==> src/rtl/cordic_vectorer.sv <==
// cordic_vectorer: pipelined vectoring-mode CORDIC, (x,y) -> (atan2 angle, gain-scaled magnitude).
// Accepts one sample per valid cycle with no backpressure; results emerge STAGES+2 cycles later.
module cordic_vectorer #(
    parameter int DATA_WIDTH  = 12,
    parameter int STAGES      = 12,
    parameter int ANGLE_WIDTH = 20
) (
    input  logic                          clk,
    input  logic                          rst_n,
    input  logic                          in_valid,
    input  logic signed [DATA_WIDTH-1:0]  x_in,
    input  logic signed [DATA_WIDTH-1:0]  y_in,
    output logic                          out_valid,
    output logic signed [ANGLE_WIDTH-1:0] angle_out,
    output logic        [DATA_WIDTH+1:0]  mag_out
);
    localparam int W  = DATA_WIDTH + 2;
    // fraction bits below the integer part keep shift truncation from eating angle accuracy
    localparam int G  = 6;
    localparam int IW = W + G;
    localparam int ATAN [16] = '{131072, 77376, 40884, 20753, 10417, 5213, 2607, 1304,
                                 652, 326, 163, 81, 41, 20, 10, 5};

    logic signed [W-1:0]           xe, ye;
    logic                          neg, zero;
    logic signed [IW-1:0]          xs [STAGES+1];
    logic signed [IW-1:0]          ys [STAGES+1];
    logic signed [ANGLE_WIDTH-1:0] zs [STAGES+1];
    logic        [STAGES:0]        vs, zf;

    assign xe   = W'(x_in);
    assign ye   = W'(y_in);
    assign neg  = x_in[DATA_WIDTH-1];
    assign zero = (x_in == '0) && (y_in == '0);

    // the origin would otherwise report the sum of all ATAN steps, so it is flagged alongside valid
    always_ff @(posedge clk or negedge rst_n) begin
        if (!rst_n) begin
            for (int i = 0; i <= STAGES; i++) begin
                xs[i] <= '0;
                ys[i] <= '0;
                zs[i] <= '0;
            end
            vs        <= '0;
            zf        <= '0;
            out_valid <= 1'b0;
            angle_out <= '0;
            mag_out   <= '0;
        end else begin
            xs[0] <= {neg ? -xe : xe, {G{1'b0}}};
            ys[0] <= {neg ? -ye : ye, {G{1'b0}}};
            zs[0] <= neg ? {1'b1, {(ANGLE_WIDTH-1){1'b0}}} : '0;
            vs    <= {vs[STAGES-1:0], in_valid};
            zf    <= {zf[STAGES-1:0], zero};
            for (int i = 0; i < STAGES; i++) begin
                xs[i+1] <= ys[i][IW-1] ? xs[i] - (ys[i] >>> i) : xs[i] + (ys[i] >>> i);
                ys[i+1] <= ys[i][IW-1] ? ys[i] + (xs[i] >>> i) : ys[i] - (xs[i] >>> i);
                zs[i+1] <= ys[i][IW-1] ? zs[i] - ANGLE_WIDTH'(ATAN[i]) : zs[i] + ANGLE_WIDTH'(ATAN[i]);
            end
            out_valid <= vs[STAGES];
            if (vs[STAGES]) begin
                angle_out <= zf[STAGES] ? '0 : zs[STAGES];
                mag_out   <= xs[STAGES][IW-1:G];
            end
        end
    end
endmodule
==> config.mk <==
export PLATFORM = sky130hd
export DESIGN_NAME = cordic_vectorer
export DESIGN_NICKNAME = d
export VERILOG_FILES = /design/src/rtl/cordic_vectorer.sv
export SDC_FILE = /design/constraint.sdc
export NUM_CORES = 2
export LEC_CHECK = 0
export CORE_ASPECT_RATIO = 1.2
export CORE_MARGIN = 3
export CORE_UTILIZATION = 50
export CTS_CLUSTER_DIAMETER = 50
export DETAILED_ROUTE_END_ITERATION = 7
export PLACE_DENSITY = 0.66
export REMOVE_ABC_BUFFERS = 1
export SYNTH_ARGS = -nofsm -noshare
export SYNTH_HDL_FRONTEND = slang
export SYNTH_SLANG_ARGS = --single-unit
==> constraint.sdc <==
create_clock -name clk -period 4.8 [get_ports clk]
set_input_delay 0.72 -clock clk [delete_from_list [all_inputs] [get_ports clk]]
set_output_delay 0.72 -clock clk [all_outputs]
set_load 0.1 [all_outputs]
# Word level (Yosys, flattened, before mapping)
# Index checks and enable logic that the tools add are counted.
[word_totals]
ff_bits = 809
latchBits = 0
ramBits = 0
rom_bits = 0
input_bits = 27
output_inout_bits = 35
elab_cells = 156
memories = 0
[op_classes]
addsub = 71
mul = 0
n_div = 0
magnitude_cmp = 0
n_eq_ne = 0
n_shift = 0
n_mux = 39
bitwise_logic = 0
n_reduce_logical = 3
[op_table]
columns = ["op", "n"]
rows = [
  ["$mux W20", 37],
  ["$add A20 B10 Y20", 2],
  ["$add A20 B11 Y20", 2],
  ["$add A20 B12 Y20", 2],
  ["$add A20 B13 Y20", 2],
  ["$add A20 B14 Y20", 2],
  ["$add A20 B15 Y20", 2],
  ["$add A20 B16 Y20", 2],
  ["$add A20 B17 Y20", 2],
  ["$add A20 B18 Y20", 2],
  ["$add A20 B19 Y20", 2],
  ["$sub A20 B10 Y20", 2],
  ["$sub A20 B11 Y20", 2],
  ["$sub A20 B12 Y20", 2],
  ["$sub A20 B13 Y20", 2],
  ["$sub A20 B14 Y20", 2],
  ["$sub A20 B15 Y20", 2],
  ["$sub A20 B16 Y20", 2],
  ["$sub A20 B17 Y20", 2],
  ["$sub A20 B18 Y20", 2],
  ["$sub A20 B19 Y20", 2],
  ["$sub A20 B20 Y20", 2],
  ["$mux W14", 2],
  ["$neg A12 Y14", 2],
  ["other kinds (29)", 30],
]

# Depth between registers and ports, before layout
[depth]
depth_word = 2
depth_mapped = 17

# Worst setup path after synthesis
# OpenSTA, ideal clock, no wires.
[synth_path]
kind = "reg2reg"
from = "register ys[139] (netlist name)"
to = "register ys[118] (netlist name)"
arrival_time_ns = 3.505
path_slack_ns = 1.226
path_stages_with_launch = 13
cell_sequence = "dfrtp_1 > clkbuf_1 > buf_1 > mux2_2 > fa_1 > a21o_1 > a21oi_1 > o21bai_1 > a21oi_1 > a21oi_1 > a221o_1 > or4_1 > nand3_1"
[synth_between]
elab_chain_cells = 1
[synth_lines]
columns = ["item", "line", "source"]
rows = [
  ["from (decl)", "27", "logic signed [IW-1:0] ys [STAGES+1];"],
  ["from (signal, indexed assignment)", "57", "ys[i+1] <= ys[i][IW-1] ? ys[i] + (xs[i] >>> i) : ys[i] - (xs[i] >>> i);"],
  ["$mux W20", "57", ""],
]
# Every way passes these cells.
# A chain may end at the register's enable or synchronous reset.

# Worst setup path in the final report
[layout_path]
from = "register xs[73] (netlist name)"
to = "register ys[56] (netlist name)"
[layout_between]
elab_chain_cells = 2
word_cells_on_any_way = 3
cone_classes = "2 x add/sub; 1 x mux"
[layout_lines]
columns = ["item", "line", "source"]
rows = [
  ["from (decl)", "26", "logic signed [IW-1:0] xs [STAGES+1];"],
  ["from (signal, indexed assignment)", "56", "xs[i+1] <= ys[i][IW-1] ? xs[i] - (ys[i] >>> i) : xs[i] + (ys[i] >>> i);"],
  ["$sub A20 B11 Y20 / $add A20 B11 Y20 (equally long branches)", "57", ""],
  ["$mux W20 *", "57", ""],
]
# Every way passes the cells marked *; elsewhere a longest branch is shown, timed or not.

==> impl_metrics.ini <==
[cells_and_area]
instances_no_fill = 6878
syn_to_final_growth_pct = 10.89
fillers = 8875
multiInputGateArea_sq_um = 31520
nets = 6180
antenna_cells = 0
drive_gt1_share_pct = 5.261
postLayoutCellArea_sq_um = 56050
regArea_sq_um = 17620

[placement]
pre_cts_ws_ns = 0.9371
placement.io_buffers = 61
dp_hpwl_um = 88700
post_dp_cell_area_sq_um = 52860
gp_congestion = 0.9307
dp.cells = 6712

[route]
finalWirelength_um = 112900
vias = 38940
drc_errors = 0
routedWlPerCell_um = 16.41
drt_iter0_markers = 1664
drtPass1Iterations = 5
via_per_inst = 5.661
ant_nets = 0

[floorplan]
rows = 127
die_area_sq_um = 105000
die_x_um = 296.3
initial_core_util_pct = 50.49
pin_count = 62
die_y_um = 354.3
coreArea_sq_um = 100100

[grt]
grt_use_total_pct = 21.60
antenna_found_initial = 0
grt_pass1_vias = 39150
grt_overflow = 0
grt_pass1_wl_um = 188800
grt_max_degree = 111

[logic_synthesis]
yosys.area.top_type = dfrtp_1
synth_area_leaders = dfrtp_1 35%, ha_1 15%, xnor2_1 8.2%
ys_ff_latch = 704
seq_area_frac_synth_pct = 34.85
synth_edf_count = 0
synth_area_per_cell_sq_um = 9.363
synth_ff_type = dfrtp_1
synth.most_common_cell = dfrtp_1
yosys-top-cells-count = 704 x dfrtp_1, 608 x ha_1, 506 x nor2_1
syn_inst = 5399
synth_top_area_share_pct = 34.85
yosysUniqueCellTypes = 98
async_reset_ff_share_pct = 100.0
synth_area_sq_um = 50550
synth_warnings = 0

[timing]
report.final.setup_viol = 0
fin_ws_ns = 0.8843
rsz0062_at_grt = no
slew-limit-headroom_pct = 29.64
period_needed_ns = 3.916
tightest_slew_ns = 1.052
drv_slew = 0
report.final.hold_viol_count = 0
timing.final.crit_share_pct = 81.58
clock_skew_ns = 0.02823
setup-tns-final_ns = 0
max_freq_mhz = 255.4

[worst_setup_path]
r2r-end = ys[56]$_DFF_PN0_
end_kind = flip-flop
crit_slowest_cell = nor4_1
cp_cell_sequence = nor4_1 > nand2_1 > nor4_1 > or3_1 > nand2_1 > ha_1 > or3_1 > a311oi_2 > nor3b_1 > or3_4 > a2111o_1 > o2111ai_1
start_kind = flip-flop
r2r-start = xs[73]$_DFF_PN0_
max_stage_delay_ns = 0.53
worstSetupPathType = flip-flop to flip-flop
cp_max_fo = 4
arrival_ns = 4.49
ff2ff_setup_slack_ns = 0.88
rr_worst_depth = 12
required_ns = 5.37

[clocking]
cts_hold_buf = 0
post_cts_resized = 0
clk_pin_slew_ns = 0.06
tritoncts = yes
cts_buffers = 90
postCtsSetupBuffers = 0
cts_root_buf = clkbuf_16
cts_buffer_depth = 3
clkSinkCount = 704
htreeDepth = 3
clk_latency_ns = 0.67

[min_path]
hold_class = input pin to async pin

[status]
status = finished clean

[flow_run]
drv_cap = 0
[cell families (layout without fill, tap and decap cells)]
logic type,Yosys count,count (layout),share of synthesized area [%]
mux,57,57,1.205
simple gates,1505,1505,14.71
flops,704,704,34.85
xor+xnor,722,722,12.57
buf+inv,378,566,2.809
fa+ha+maj,639,639,16.28
compound gates,1392,1392,17.56
other cells,2,3,0.01486
[layer usage]
metal | track usage, % | wire length, um | vias to the layer above
met3 | 2.503 | 3220 | 243
li1 | - | - | 19510
met2 | 41.11 | 59420 | 571
met5 | 0 | 0 | -
met4 | 7.977 | 4173 | 0
met1 | 24.46 | 46090 | 18610
[cell usage in the layout, fill, tap and decap left out, types with 33 or more instances in the layout]
cell type and count:
and3_1 55, clkbuf_16 91, nand3_1 75, or3_1 47
ha_1 608, nand2_1 244, a21o_1 140, clkdlybuf4s50_1 60
a31oi_1 50, nor2_1 506, xnor2_1 472, a211oi_1 39
a21oi_1 485, buf_4 38, o21ai_0 254, o21a_1 79
o211ai_1 33, inv_1 295, xor2_1 247, dfrtp_1 703
nor4_1 56, nand2b_1 73, o21bai_1 71, nor3_1 190
nor2b_1 73
[sequential cells by signal (all words and copies together), names as in the netlist]
name,cells
xs,232
zf,13
mag_out,14
vs,13
ys,207
zs,204
angle_out,20
out_valid,1
[area by class of cell]
class                      count  area share, %
clock buffer                 127          4.554
clock inverter                39          1.143
inverter                     296          1.982
tap                         1290          2.879
multi-input combinational   4318          56.23
timing repair buffer         104          1.786
sequential                   704          31.43
[critical path: cells and delay by family, from the launching register on]
| kind | cells | cell delay [ns] |
|---|---|---|
| adders and majority gates | 1 | 0.25 |
| DFF | 1 | 0.43 |
| and+or+nand+nor | 8 | 2.38 |
| AOI/OAI and AO/OA | 3 | 0.79 |
[stage by stage]
step | hold WS (ns) | utilization [%]
after detailed placement | 0.3347 | 52.80
after floorplan | 0.3312 | -
after CTS | 0.09600 | 55.99
after global routing | 0.1326 | 55.99
final | 0.08070 | 55.99
after global placement | 0.3321 | 52.80
[worst max path at each step]
stage	start	endpoint	slack, ns	cells past startpoint
after global routing	ys[132]$_DFF_PN0_	xs[118]$_DFF_PN0_	0.48	13
final	xs[73]$_DFF_PN0_	ys[56]$_DFF_PN0_	0.88	12
after CTS	xs[73]$_DFF_PN0_	ys[56]$_DFF_PN0_	0.91	12
after detailed placement	xs[73]$_DFF_PN0_	ys[56]$_DFF_PN0_	0.94	12
after global placement	xs[73]$_DFF_PN0_	ys[56]$_DFF_PN0_	0.96	12
after floorplan	ys[59]$_DFF_PN0_	zs[36]$_DFF_PN0_	1.18	10
Power is left out: the tool's default activity adds up to more than one toggle a clock period on the data nets, which glitch-free logic cannot reach.
